$ cat src/rtl/shreg_job_if.sv
// Job channel into the shift-register sequencer: one parallel byte plus shift
// parameters, transferred on valid & ready.
interface shreg_job_if #(
  parameter int unsigned WIDTH = 8
);
  logic [WIDTH-1:0] data;
  logic             dir;
  logic [3:0]       count;
  logic             fill;
  logic             valid;
  logic             ready;

  modport master (output data, dir, count, fill, valid, input ready);
  modport slave  (input data, dir, count, fill, valid, output ready);
endinterface

$ cat src/rtl/shreg_sequencer.sv
// Drives an 8-bit universal shift register through load / N shifts / hold for
// each accepted job, and streams out every bit leaving the register.
module shreg_sequencer #(
  parameter int unsigned WIDTH = 8
) (
  input  logic             clk,
  input  logic             rst_n,
  shreg_job_if.slave       job,
  input  logic             q0,
  input  logic             q7,
  output logic             A1,
  output logic             A0,
  output logic [WIDTH-1:0] D,
  output logic             DL,
  output logic             DR,
  output logic             ser_bit,
  output logic             ser_valid,
  output logic             busy,
  output logic             done
);

  localparam logic [3:0] MAX_SHIFTS = 4'(WIDTH);

  typedef enum logic [1:0] {IDLE, LOAD, SHIFT, DONE} state_t;

  state_t           state, state_nxt;
  logic [WIDTH-1:0] data_r, data_nxt;
  logic             dir_r, dir_nxt;
  logic             fill_r, fill_nxt;
  logic [3:0]       cnt_r, cnt_nxt;
  logic             ready_q;

  logic [1:0]       mode_nxt;
  logic [WIDTH-1:0] d_nxt;
  logic             dl_nxt, dr_nxt, sv_nxt, busy_nxt, done_nxt, ready_nxt;

  assign job.ready = ready_q;

  // Outgoing bit is whichever end the register is about to shift out of.
  assign ser_bit = ser_valid & (dir_r ? q7 : q0);

  // Next-state logic, then Moore outputs decoded from the next state so they
  // can be registered without adding latency.
  always_comb begin
    state_nxt = state;
    data_nxt  = data_r;
    dir_nxt   = dir_r;
    fill_nxt  = fill_r;
    cnt_nxt   = cnt_r;

    case (state)
      IDLE: begin
        if (job.valid) begin
          data_nxt  = job.data;
          dir_nxt   = job.dir;
          fill_nxt  = job.fill;
          cnt_nxt   = (job.count > MAX_SHIFTS) ? MAX_SHIFTS : job.count;
          state_nxt = LOAD;
        end
      end
      LOAD:    state_nxt = (cnt_r != 4'd0) ? SHIFT : DONE;
      SHIFT: begin
        cnt_nxt = cnt_r - 4'd1;
        if (cnt_r <= 4'd1) state_nxt = DONE;
      end
      DONE:    state_nxt = IDLE;
      default: state_nxt = IDLE;
    endcase

    mode_nxt  = 2'b00;
    d_nxt     = '0;
    dl_nxt    = 1'b0;
    dr_nxt    = 1'b0;
    sv_nxt    = 1'b0;
    busy_nxt  = 1'b0;
    done_nxt  = 1'b0;
    ready_nxt = 1'b0;

    case (state_nxt)
      IDLE:  ready_nxt = 1'b1;
      LOAD: begin
        mode_nxt = 2'b11;
        d_nxt    = data_nxt;
        busy_nxt = 1'b1;
      end
      SHIFT: begin
        mode_nxt = dir_nxt ? 2'b10 : 2'b01;
        dl_nxt   = dir_nxt & fill_nxt;
        dr_nxt   = ~dir_nxt & fill_nxt;
        sv_nxt   = 1'b1;
        busy_nxt = 1'b1;
      end
      DONE:    done_nxt = 1'b1;
      default: ready_nxt = 1'b0;
    endcase
  end

  // State, job registers and output flops; reset abandons any job in flight.
  always_ff @(posedge clk or negedge rst_n) begin
    if (!rst_n) begin
      state     <= IDLE;
      data_r    <= '0;
      dir_r     <= 1'b0;
      fill_r    <= 1'b0;
      cnt_r     <= 4'd0;
      A1        <= 1'b0;
      A0        <= 1'b0;
      D         <= '0;
      DL        <= 1'b0;
      DR        <= 1'b0;
      ser_valid <= 1'b0;
      busy      <= 1'b0;
      done      <= 1'b0;
      ready_q   <= 1'b1;
    end else begin
      state     <= state_nxt;
      data_r    <= data_nxt;
      dir_r     <= dir_nxt;
      fill_r    <= fill_nxt;
      cnt_r     <= cnt_nxt;
      A1        <= mode_nxt[1];
      A0        <= mode_nxt[0];
      D         <= d_nxt;
      DL        <= dl_nxt;
      DR        <= dr_nxt;
      ser_valid <= sv_nxt;
      busy      <= busy_nxt;
      done      <= done_nxt;
      ready_q   <= ready_nxt;
    end
  end

endmodule

$ cat src/flat_wrapper.sv
// flat-port wrapper written by rule: the top's interface ports become plain ports
module shreg_sequencer_flat 
#(
  parameter int unsigned WIDTH = 8
)
  (clk, rst_n, q0, q7, A1, A0, D, DL, DR, ser_bit, ser_valid, busy, done, job_data, job_dir, job_count, job_fill, job_valid, job_ready);
  shreg_job_if #(.WIDTH(WIDTH)) job_i ();
  input  logic clk;
  input  logic rst_n;
  input  logic q0;
  input  logic q7;
  output logic A1;
  output logic A0;
  output logic [WIDTH-1:0] D;
  output logic DL;
  output logic DR;
  output logic ser_bit;
  output logic ser_valid;
  output logic busy;
  output logic done;
  input wire logic [$bits(job_i.data)-1:0] job_data;
  input wire logic [$bits(job_i.dir)-1:0] job_dir;
  input wire logic [$bits(job_i.count)-1:0] job_count;
  input wire logic [$bits(job_i.fill)-1:0] job_fill;
  input wire logic [$bits(job_i.valid)-1:0] job_valid;
  output wire logic [$bits(job_i.ready)-1:0] job_ready;
  assign job_i.data = job_data;
  assign job_i.dir = job_dir;
  assign job_i.count = job_count;
  assign job_i.fill = job_fill;
  assign job_i.valid = job_valid;
  assign job_ready = job_i.ready;
  shreg_sequencer #(.WIDTH(WIDTH)) u_core (.clk(clk), .rst_n(rst_n), .job(job_i), .q0(q0), .q7(q7), .A1(A1), .A0(A0), .D(D), .DL(DL), .DR(DR), .ser_bit(ser_bit), .ser_valid(ser_valid), .busy(busy), .done(done));
endmodule
$ cat config.mk
export PLATFORM = sky130hd
export DESIGN_NAME = shreg_sequencer_flat
export DESIGN_NICKNAME = d
export VERILOG_FILES = /design/src/rtl/shreg_job_if.sv /design/src/rtl/shreg_sequencer.sv /design/src/flat_wrapper.sv
export SDC_FILE = /design/constraint.sdc
export NUM_CORES = 1
export LEC_CHECK = 0
export ABC_AREA = 1
export BUFFER_PORTS_ARGS = -buffer_cell sky130_fd_sc_hd__buf_2
export CORE_MARGIN = 4
export CORE_UTILIZATION = 46
export DETAILED_ROUTE_END_ITERATION = 10
export MAX_ROUTING_LAYER = met4
export PLACE_DENSITY = 0.74
export RECOVER_POWER = 100
export SLEW_MARGIN = 10
export SYNTH_ARGS = -nofsm -noshare
export SYNTH_HDL_FRONTEND = slang
export SYNTH_SLANG_ARGS = --single-unit
export TNS_END_PERCENT = 1
$ cat constraint.sdc
create_clock -name clk -period 1.9 [get_ports clk]
set_clock_uncertainty 0.1 [all_clocks]
set_input_delay 0.38 -clock clk [delete_from_list [all_inputs] [get_ports clk]]
set_output_delay 0.38 -clock clk [all_outputs]
set_load 0.05 [all_outputs]
## Word-level counts from Yosys, hierarchy flattened

Cells that the tools add are included.

- Logic and storage cells: 57
- Flip-flop bits (word level): 32

- Reduce and logical (&&, ||, !) cells: 6
- Bitwise logic cells: 4
- $lt $le $gt $ge: 2
- Add/sub/neg operators: 1
- Muxes and demuxes: 23
- Equal/unequal tests: 7

Operator list:

| kind | count |
|---|---|
| 2-to-1 mux 8 bit | 3 |
| 2-to-1 mux 1 bit | 12 |
| equality test 2 bit (second input constant) | 4 |
| 2-to-1 mux 4 bit | 2 |
| one-hot mux 2 bit (4 select lines) | 1 |
| one-hot mux 4 bit (2 select lines) | 1 |
| 2-to-1 mux 2 bit | 3 |
| equality test 2 x 1 -> 1 bit (second input constant) | 2 |
| > comparator 4 bit (second input constant) | 1 |
| <= comparator 4 x 1 -> 1 bit (second input constant) | 1 |
| logical NOT 2 bit | 2 |
| one-hot mux 2 bit (2 select lines) | 1 |
| nonzero test 4 bit | 1 |
| subtractor 4 x 1 -> 4 bit (second input constant) | 1 |
| bitwise AND 1 bit | 3 |
| inequality test 2 bit (second input constant) | 1 |
| AND reduction 2 bit | 1 |
| nonzero test 2 bit | 1 |
| OR reduction 2 bit | 1 |
| NOT 1 bit | 1 |

## Logic depth before layout (Yosys ltp)

- Word-level depth: 6
- Depth in mapped cells: 12
- Gate-level depth less buffers: 12

## Worst setup path after synthesis

OpenSTA, ideal clock, no wires.

- Kind: register -> output
- From: register u_core.ser_valid
- To: output port ser_bit
- Data required time: 1.420 ns
- Cell stages (with the launch flop): 3
- Data arrival time: 1.546 ns
- Setup slack: -0.126 ns
- Cells stage by stage: dfrtp_1 -> o21ai_0 -> a21oi_1

- Longest elaborated chain between the ends: 1

Ends and longest elaborated chain:

| item | line | RTL |
|---|---|---|
| start, declared | shreg_sequencer.sv:17 | `output logic ser_valid,` |
| start signal, assigned | shreg_sequencer.sv:126 | `ser_valid <= sv_nxt;` |
| bitwise AND 1 bit | shreg_sequencer.sv:40 | `assign ser_bit = ser_valid & (dir_r ? q7 : q0);` |
| end, declared | flat_wrapper.sv:17 | `output logic ser_bit;` |

Every way passes these cells.

## Worst setup path after layout

- From: register u_core.cnt_r[0]
- To: register u_core.A0

- Longest elaborated chain between the ends: 5

Ends and longest elaborated chain:

| item | line | RTL |
|---|---|---|
| start, declared | shreg_sequencer.sv:30 | `logic [3:0] cnt_r, cnt_nxt;` |
| start signal, assigned | shreg_sequencer.sv:120 | `cnt_r <= cnt_nxt;` |
| <= comparator 4 x 1 -> 1 bit or nonzero test 4 bit (tied branches) | shreg_sequencer.sv:64, shreg_sequencer.sv:61 |  |
| 2-to-1 mux 2 bit or 2-to-1 mux 1 bit (tied branches) | shreg_sequencer.sv:64, shreg_sequencer.sv:61 |  |
| one-hot mux 2 bit (4 select lines) * | shreg_sequencer.sv:51 | `case (state)` |
| equality test 2 bit or equality test 2 x 1 -> 1 bit (tied branches) | shreg_sequencer.sv:79 | `case (state_nxt)` |
| one-hot mux 2 bit (2 select lines) * | shreg_sequencer.sv:79 |  |
| net u_core.mode_nxt[0] | shreg_sequencer.sv:33 | `logic [1:0] mode_nxt;` |
| end signal, assigned | shreg_sequencer.sv:122 | `A0 <= mode_nxt[0];` |
| end, declared | shreg_sequencer.sv:12 | `output logic A0,` |

The timed path passes the listed nets; every way through them passes the cells marked *.
A chain may end at the register's enable or synchronous reset.

==> flow_metrics.py <==
metrics = {
    "status": {
        "status": "finished, violations left",
        "violations": "capacitance limit, slew limit",
    },
    "synthesis": {
        "synth-edff-count": 0,
        "synthArstFlopShare_pct": 100,
        "yosysWarnings": 0,
        "ys_ff_latch": 32,
        "yosysMostFrequentCell": "dfrtp_1",
        "yosys-top-cells-area": "dfrtp_1 (56%), ha_1 (9.0%), inv_1 (6.5%)",
        "synth_top_area_share_pct": 55.6,
        "synth.distinct_cells": 20,
        "synth_fp_nets": 172,
        "syn-instance-count": 143,
        "yosysSeqAreaShare_pct": 57.4,
        "yosys.area.top_type": "dfrtp_1",
        "synth_commonest_cells": "dfrtp_1 (31), inv_1 (24), nand2_1 (18), nor2_1 (15), ha_1 (10)",
        "syn_area_per_cell_um2": 9.76,
        "syn_area_mm2": 0.00140,
        "ys.flop_type": "dfrtp_1",
    },
    "clock_tree": {
        "clockBufferDepth": 2,
        "cts_setup_buffers": 0,
        "clock_latency_ns": 0.32,
        "cts_hold_buf": 0,
        "root_buffer": "clkbuf_4",
        "cts_made_buffers": 5,
        "clk_pin_slew_ns": 0.09,
        "cts_tree": "done",
        "cts.sinks": 32,
        "htreeDepth": 2,
    },
    "setup_path": {
        "critPathMaxStageDelay_ns": 0.39,
        "end_kind": "flop",
        "crit_path_cell_trace": "inv_2 -> ha_1 -> nand2_1 -> inv_1 -> a21oi_1 -> nand2_1 -> nand2_1 -> ha_4 -> nand3_1 -> a21oi_1",
        "cp.required_ns": 2.05,
        "critical_path.max_fanout": 5,
        "reg2regPathDepth": 10,
        "path_delay_family": "flip-flops",
        "criticalPathCategory": "flop to flop",
        "cp-start-kind": "flop",
        "cpMostUsedCell": "nand2_1",
        "cp.arrival_ns": 1.93,
        "cp.depth": 10,
        "worstReg2RegStart": "u_core.cnt_r[0]",
        "critPathLaunch": "u_core.cnt_r[0]",
        "slowest_stage": "dfrtp_1",
        "worst-path-buf-inv": 2,
    },
    "min_path": {
        "min_from": "job_data[3]",
        "hold_class": "input port to flop",
        "whs_path_depth": 3,
    },
    "placed_design": {
        "port_buffers": 35,
        "dp_cells": 211,
        "dp_hpwl_um": 2030,
        "globalplace.congestion": 0.805,
        "placed_area_mm2": 0.00163,
    },
    "timing": {
        "maxSlewHeadroom_pct": -6.89,
        "whs_ns": 0.188,
        "setup_violations": 0,
        "final_hold_viol_count": 0,
        "fin_crit_ns": 1.78,
        "rsz0062_at_grt": "true",
        "tightest_slew_ns": 1.60,
        "slew_viol_final": 33,
        "min_period_over_period_pct": 93.9,
        "clock.fmax_mhz": 561,
        "fin_setup_tns_ns": 0,
    },
    "floorplan": {
        "die_width_um": 63.1,
        "rows": 19,
        "die-area_mm2": 0.00398,
        "core_mm2": 0.00283,
        "start_util_pct": 49.4,
        "ios": 36,
        "die_h_um": 63.1,
    },
    "route": {
        "vias_per_cell": 4.81,
        "dr.pass1.iters": 3,
        "drt_iter0_drc": 37,
        "wl_um": 2700,
        "drcViolationCount": 0,
        "num_vias": 1053,
        "wire_per_inst_um": 12.3,
        "detail-route-antenna-nets": 0,
    },
    "pwr": {
        "p_per_area_mw_per_mm2": 1910,
        "p_leak_uw": 0.000934,
        "vdd_drop_max_mv": 0.882,
    },
    "final_layout": {
        "diodes": 0,
        "syn2layout_area_growth_pct": 22.4,
        "nFillCells": 260,
        "final_area_mm2": 0.00171,
        "final_nets": 216,
        "layoutNonFillerInstCount": 219,
        "utilization_pct": 60.4,
        "final_layout_size_suffix_gt1_share_pct": 31.4,
    },
    "run": {
        "maxCapViolCount": 1,
    },
    "grt": {
        "grt_overflow_total": 0,
        "grt_pass1_wl_um": 4640,
        "grtUsageTotal_pct": 15.5,
        "grt_pass1_vias": 1113,
        "grt_max_degree": 33,
        "antenna_found_initial": 0,
    },
}
area by class of cell:
class                           instances  area, µm²  share of cell area (%)
Timing Repair Buffer                   38        196                    11.5
Tap cell                               31       38.8                    2.27
Sequential cell                        32        802                    46.9
Multi-Input combinational cell         84        513                    30.0
Inverter                               26        100                    5.86
Clock buffer                            8       58.8                    3.44
final timing paths:
kind / endpoint / slack (ns)
min: u_core.data_r[3] / 0.19
min in group asynchronous: u_core.D[4] / 0.35
min reg2reg: u_core.cnt_r[0] / 0.45
max: u_core.A0 / 0.12
max reg2reg: u_core.A0 / 0.12
max in group asynchronous: u_core.data_r[0] / 0.42
worst reg2reg max path, delay by kind of cell, from the launching register on:
family | cells | cell delay (ns)
flip-flops | 1 | 0.39
AND/OR/NAND/NOR | 4 | 0.39
adder cells (fa/ha/maj) | 2 | 0.37
AO/OA/AOI/OAI | 2 | 0.34
buffers and inverters | 2 | 0.12
state kept, by name, summed over array words and instances (netlist names), 2 cells and up:
register       flops
u_core.data_r      8
u_core.state       2
u_core.D           8
u_core.cnt_r       4
layer usage:
metal	GRT usage, %	vias to the layer above	share of wire [%]
li1	-	526	-
met1	16.4	497	40
met2	26.6	23	53
met3	3.55	7	4.8
met4	8.54	0	1.7
met5	-	-	0
timing repair:
item                                    in CTS  in global routing
pin swaps                                    0                  0
endpoints found under the hold margin        0                  0
resized for setup                            2                  7
endpoints found under the setup margin      10                 12
kinds of logic (layout without fill, tap and decap cells):
logic type,count (synthesis),in the layout,share of synthesized area [%]
AO/OA/AOI/OAI,21,21,7.98
adder cells (fa/ha/maj),10,10,8.96
buffers and inverters,27,72,7.80
flip-flops,32,32,57.4
AND/OR/NAND/NOR,53,53,17.8
through the flow:
| step | total power, µW | setup slack (ns) |
|---|---|---|
| global placement | 2740 | 0.00596 |
| CTS | 3220 | 0.0575 |
| detailed placement | 2800 | -0.0984 |
| global route | 3560 | -0.0257 |
| floorplan | 2370 | 0.120 |
| finish | 3260 | 0.117 |
cells in the final DEF (no fill, tap or decap), drive strengths merged:
cell type / n
a21oi: 6
nor2: 15
nor3b: 1
buf: 37
a22oi: 1
ha: 10
or2: 9
clkbuf: 9
dfstp: 1
inv: 26
o21ai: 14
nand2: 23
nand3: 3
nor3: 2
dfrtp: 31
report_power, final:
part | total, µW | internal [µW] | switching [µW]
combinational | 1790 | 583 | 1210
sequential | 1090 | 974 | 113
clock | 386 | 182 | 203
total | 3260 | 1740 | 1520
Power figures use the tool's default switching activity.
